### src/rtl/uart_tx_frame.sv
// ============================================================================
// Module   : uart_tx_frame
// Brief    : UART frame transmitter (start, LSB-first data, optional parity,
//            stop), one bit per clk cycle, with registered tx_out and busy.
// Revision : 1.0 - initial release
// ============================================================================
`default_nettype none

module uart_tx_frame #(
    parameter int DATA_WIDTH = 8
) (
    input  logic                  clk,
    input  logic                  rst_n,
    input  logic [DATA_WIDTH-1:0] p_data,
    input  logic                  data_valid,
    input  logic                  par_en,
    input  logic                  par_typ,
    output logic                  tx_out,
    output logic                  busy
);

    localparam int               CNT_W      = (DATA_WIDTH > 1) ? $clog2(DATA_WIDTH) : 1;
    localparam logic [CNT_W-1:0] C_CNT_LAST = CNT_W'(DATA_WIDTH - 1);

    typedef enum logic [2:0] {
        S_IDLE   = 3'd0,
        S_START  = 3'd1,
        S_DATA   = 3'd2,
        S_PARITY = 3'd3,
        S_STOP   = 3'd4
    } state_t;

    state_t                r_state;
    state_t                w_state_next;
    logic [CNT_W-1:0]      r_cnt;
    logic [CNT_W-1:0]      w_cnt_next;
    logic [DATA_WIDTH-1:0] r_data;
    logic                  r_par_en;
    logic                  r_par_bit;
    logic                  r_tx;
    logic                  r_busy;
    logic                  w_tx_next;
    logic                  w_busy_next;
    logic                  w_accept;

    always_ff @(posedge clk or negedge rst_n) begin
        if (!rst_n) begin
            r_state   <= S_IDLE;
            r_cnt     <= '0;
            r_data    <= '0;
            r_par_en  <= 1'b0;
            r_par_bit <= 1'b0;
            r_tx      <= 1'b1;
            r_busy    <= 1'b0;
        end else begin
            r_state <= w_state_next;
            r_cnt   <= w_cnt_next;
            r_tx    <= w_tx_next;
            r_busy  <= w_busy_next;
            if (w_accept) begin
                r_data    <= p_data;
                r_par_en  <= par_en;
                r_par_bit <= (^p_data) ^ par_typ;
            end
        end
    end

    always_comb begin
        w_state_next = r_state;
        w_cnt_next   = r_cnt;
        w_accept     = 1'b0;
        case (r_state)
            S_IDLE: begin
                if (data_valid) begin
                    w_accept     = 1'b1;
                    w_state_next = S_START;
                    w_cnt_next   = '0;
                end
            end
            S_START: begin
                w_state_next = S_DATA;
                w_cnt_next   = '0;
            end
            S_DATA: begin
                if (r_cnt == C_CNT_LAST) begin
                    w_state_next = r_par_en ? S_PARITY : S_STOP;
                end else begin
                    w_cnt_next = r_cnt + CNT_W'(1);
                end
            end
            S_PARITY: w_state_next = S_STOP;
            S_STOP:   w_state_next = S_IDLE;
            default:  w_state_next = S_IDLE;
        endcase

        // Outputs are decoded from the state being entered so the flops
        // present each bit in the same cycle the FSM occupies that slot.
        w_tx_next   = 1'b1;
        w_busy_next = 1'b1;
        case (w_state_next)
            S_IDLE:   w_busy_next = 1'b0;
            S_START:  w_tx_next   = 1'b0;
            S_DATA:   w_tx_next   = r_data[w_cnt_next];
            S_PARITY: w_tx_next   = r_par_bit;
            default:  w_tx_next   = 1'b1;
        endcase
    end

    assign tx_out = r_tx;
    assign busy   = r_busy;

endmodule

`default_nettype wire

### config.mk
export PLATFORM = sky130hd
export DESIGN_NAME = uart_tx_frame
export DESIGN_NICKNAME = d
export VERILOG_FILES = /design/src/rtl/uart_tx_frame.sv
export SDC_FILE = /design/constraint.sdc
export NUM_CORES = 1
export LEC_CHECK = 0
export ABC_AREA = 1
export CAP_MARGIN = 20
export CORE_MARGIN = 1.5
export CORE_UTILIZATION = 41
export DETAILED_ROUTE_END_ITERATION = 8
export GPL_TIMING_DRIVEN = 0
export PLACE_DENSITY = 0.74
export SLEW_MARGIN = 20
export SYNTH_ARGS = -nofsm -noshare
export SYNTH_HDL_FRONTEND = slang
export SYNTH_SLANG_ARGS = --single-unit
### constraint.sdc
create_clock -name clk -period 1.65 [get_ports clk]
set_input_delay 0.495 -clock clk [delete_from_list [all_inputs] [get_ports clk]]
set_output_delay 0.495 -clock clk [all_outputs]
set_load 0.005 [all_outputs]
==> summary.md <==
| Metric | Value |
|---|---|
| Run status | `complete, no violations` |
| Initial standard-cell utilization of the core | `44.9%` |
| Highest achievable clock rate | `641 MHz` |
| Area of combinational cells with multiple inputs | `526 um2` |
| Synthesized area | `0.00103 mm2` |
| CORE AREA | `0.00230 mm2` |
| Root buffer selected by CTS | `sky130_fd_sc_hd__clkbuf_4` |
| FF+latch count, synth | `18` |
| Proportion of layout cells with a drive suffix above 1 | `17.6%` |
| Worst Tran Pin Value | `0.790 ns` |
| Static power due to leakage | `0.649 nW` |
| I/O Buffers | `14` |
| Final count of pins violating max slew | `0` |
| Final worst-path cycle share | `94.5%` |
| Sequential-to-total area share from yosys stat | `43.8%` |
| Time the worst path needs with I/O delays and setup | `1.56 ns` |
| Initial detailed-routing violation count | `12` |
| Signal arrival time at the worst endpoint | `1.76 ns` |
| Detailed-placement wirelength estimate | `1.50 mm` |
| Placer Congestion | `0.816` |
| Met3 routed WL | `73 um` |
| Commonest cells after routing, fill and taps aside | `sky130_fd_sc_hd__nand2_1, sky130_fd_sc_hd__nand3_1, sky130_fd_sc_hd__dfrtp_1, sky130_fd_sc_hd__inv_1, sky130_fd_sc_hd__clkdlybuf4s50_1` |
| Hold_buf cts | `0` |
| Die Outline Area | `0.00283 mm2` |
| Setup TNS | `0 ns` |
| Via count of the routed design | `887` |
| Register clock-pin slew on the reported worst setup and hold paths | `0.11 ns` |
| Row count | `17` |
| Layout fillers | `217` |
| Rel. slew slack | `47.2%` |
| Highest metal layer with signal wires | `met4` |
| DRT Wirelength | `1.91 mm` |
| Number of antenna violations at the first check in global routing | `0` |
| Power per unit of standard cell area | `1610 mW/mm2` |
| Hold Path Class | `flop to flop` |
| Clock skew | `0.00633 ns` |
| Pre-Repair DR Iteration Count | `4` |
| Buffers from clock root to sink, at most | `2` |
| Number of top-level pins | `15` |
| Worst setup EP type | `flop` |
| Number of global-route vias before repair | `921` |
| Finish-stage setup viols | `0` |
| Final antenna-violating net count | `0` |
| Startpoint kind of the worst setup timing path | `input port` |
| Global-route wire length before repair | `3.66 mm` |
| Met2 WL | `946 um` |
| Max capacitance violation total | `0` |
| Net count reported at finish | `163` |
| Height of the chip | `53.2 um` |
| H-tree level count | `1` |
| Post-synth net total | `142` |
| CTS tree | `done` |
| Number of standard cells after synthesis | `128` |
| Count of clock tree sinks | `18` |
| Number of vias per cell | `5.04` |
| Synth warn | `0` |
| # diodes | `0` |
| Total global routing overflow | `0` |
| FF+latch area | `452 um2` |
| Number of clock buffers inserted by TritonCTS | `3` |
| Maximum ir drop on the vdd rail | `0.910 mV` |
| Number of distinct library cells after synthesis | `27` |
| DRC Markers | `0` |
| Detailed-route wire length on metal 1 | `834 um` |
| Hold violation count in the final report | `0` |
| Routed len/inst | `10.8 um` |
| Pin count of the biggest net entering global routing | `19` |
| Overall die width | `53.2 um` |
| Endpoint required time on the critical path | `1.85 ns` |
| Critical path class | `input port to flop` |
| Max Fanout on Critical Path | `2` |
| Average cell area after synthesis | `8.06 um2` |
| Commonest non-fill, non-tap cell in the layout | `sky130_fd_sc_hd__nand2_1` |
| Number of placed cells counting well taps | `170` |
| Non-filler instance count after layout | `176` |
| Insertion delay of the later-clocked pin in the worst-skew pair | `0.30 ns` |
| Fraction of the core area covered by cells at the end of the flow | `55.2%` |
| Layout overhead on the synthesized area | `22.9%` |
| GRT Resource Usage Total | `17.8%` |
==> layer usage <==
metal  vias to the layer above  track usage (%)
met2                        25             30.4
met1                       408             20.7
li1                        449                -
met4                         0             11.1
met3                         5             2.82
met5                         -                0
==> layout make-up <==
class,count,share of cell area (%)
tap,28,2.76
inverter,14,4.14
clock buffer,4,2.86
multi-input combinational,95,41.4
buffer,1,0.888
timing repair buffer,16,12.3
sequential,18,35.6
==> flip-flops by register name, indices dropped and copies added, names as in the netlist <==
signal     flops
r_par_bit      1
r_cnt          3
tx_out         1
r_data         8
r_state        3
busy           1
r_par_en       1
==> critical path, cell delays in order <==
cell and delay [ns]:
sky130_fd_sc_hd__clkdlybuf4s50_1 0.43, sky130_fd_sc_hd__xnor2_1 0.20, sky130_fd_sc_hd__xor2_1 0.11, sky130_fd_sc_hd__or2_2 0.30
sky130_fd_sc_hd__nand2_1 0.06, sky130_fd_sc_hd__nand2_1 0.04, sky130_fd_sc_hd__nand3_1 0.06, sky130_fd_sc_hd__o21ai_1 0.06
==> per-stage QoR <==
stage / power [mW] / instance area (um2) / setup WS [ns] / hold WS [ns]
finish: 2.05 / 1270 / 0.0906 / 0.498
global route: 2.25 / 1270 / -0.00255 / 0.525
CTS: 2.05 / 1250 / 0.0217 / 0.498
detailed placement: 1.77 / 1210 / -0.249 / 0.473
global placement: 1.73 / 1210 / -0.233 / 0.472
floorplan: 1.51 / 1030 / 0.192 / 0.199
==> cells in the mapped netlist, drive strengths merged <==
cell type	number	area (um2)
nand2	51	224
nand3	20	123
dfrtp	17	425
inv	14	52.6
xnor2	5	43.8
a21oi	4	23.8
nor2	4	25.0
o21ai	4	23.8
a31o	1	8.76
a31oi	1	6.26
buf	1	11.3
dfstp	1	26.3
ha	1	12.5
nor3	1	5.00
o22ai	1	6.26
or2	1	6.26
xor2	1	8.76
==> where the power goes <==
part           internal [mW]  switching [mW]
clock                  0.135           0.140
combinational          0.414           0.585
sequential             0.636           0.139
total                   1.18           0.864
==> kinds of logic (layout without fill, tap and decap cells) <==
group                      after synthesis  in the layout  synth area share [%]
AOI/OAI and AO/OA                       11             11                  6.67
xor gates and xnor gates                 6              6                  5.09
adders and majority gates                1              1                  1.21
buffers and inverters                   15             35                  6.18
DFF                                     18             18                  43.8
and+or+nand+nor                         77             77                  37.1
==> timing repair <==
action                     CTS  global route
pin swaps                    0             0
setup buffers                1             1
resized for setup            1             4
setup endpoints to repair    2             2
==> path summary, 6_finish.rpt <==
path | startpoint | to | depth (start not counted) | slack [ns]
min | r_data[2] | r_data[2] | 2 | 0.50
max | p_data[1] | r_par_bit | 8 | 0.09
max in group asynchronous | rst_n | r_data[1] | 1 | 0.51
max reg2reg | r_cnt[1] | tx_out | 12 | 0.14
min reg2reg | r_data[2] | r_data[2] | 2 | 0.50
min in group asynchronous | rst_n | r_state[2] | 1 | 0.64
Power figures use the tool's default switching activity.
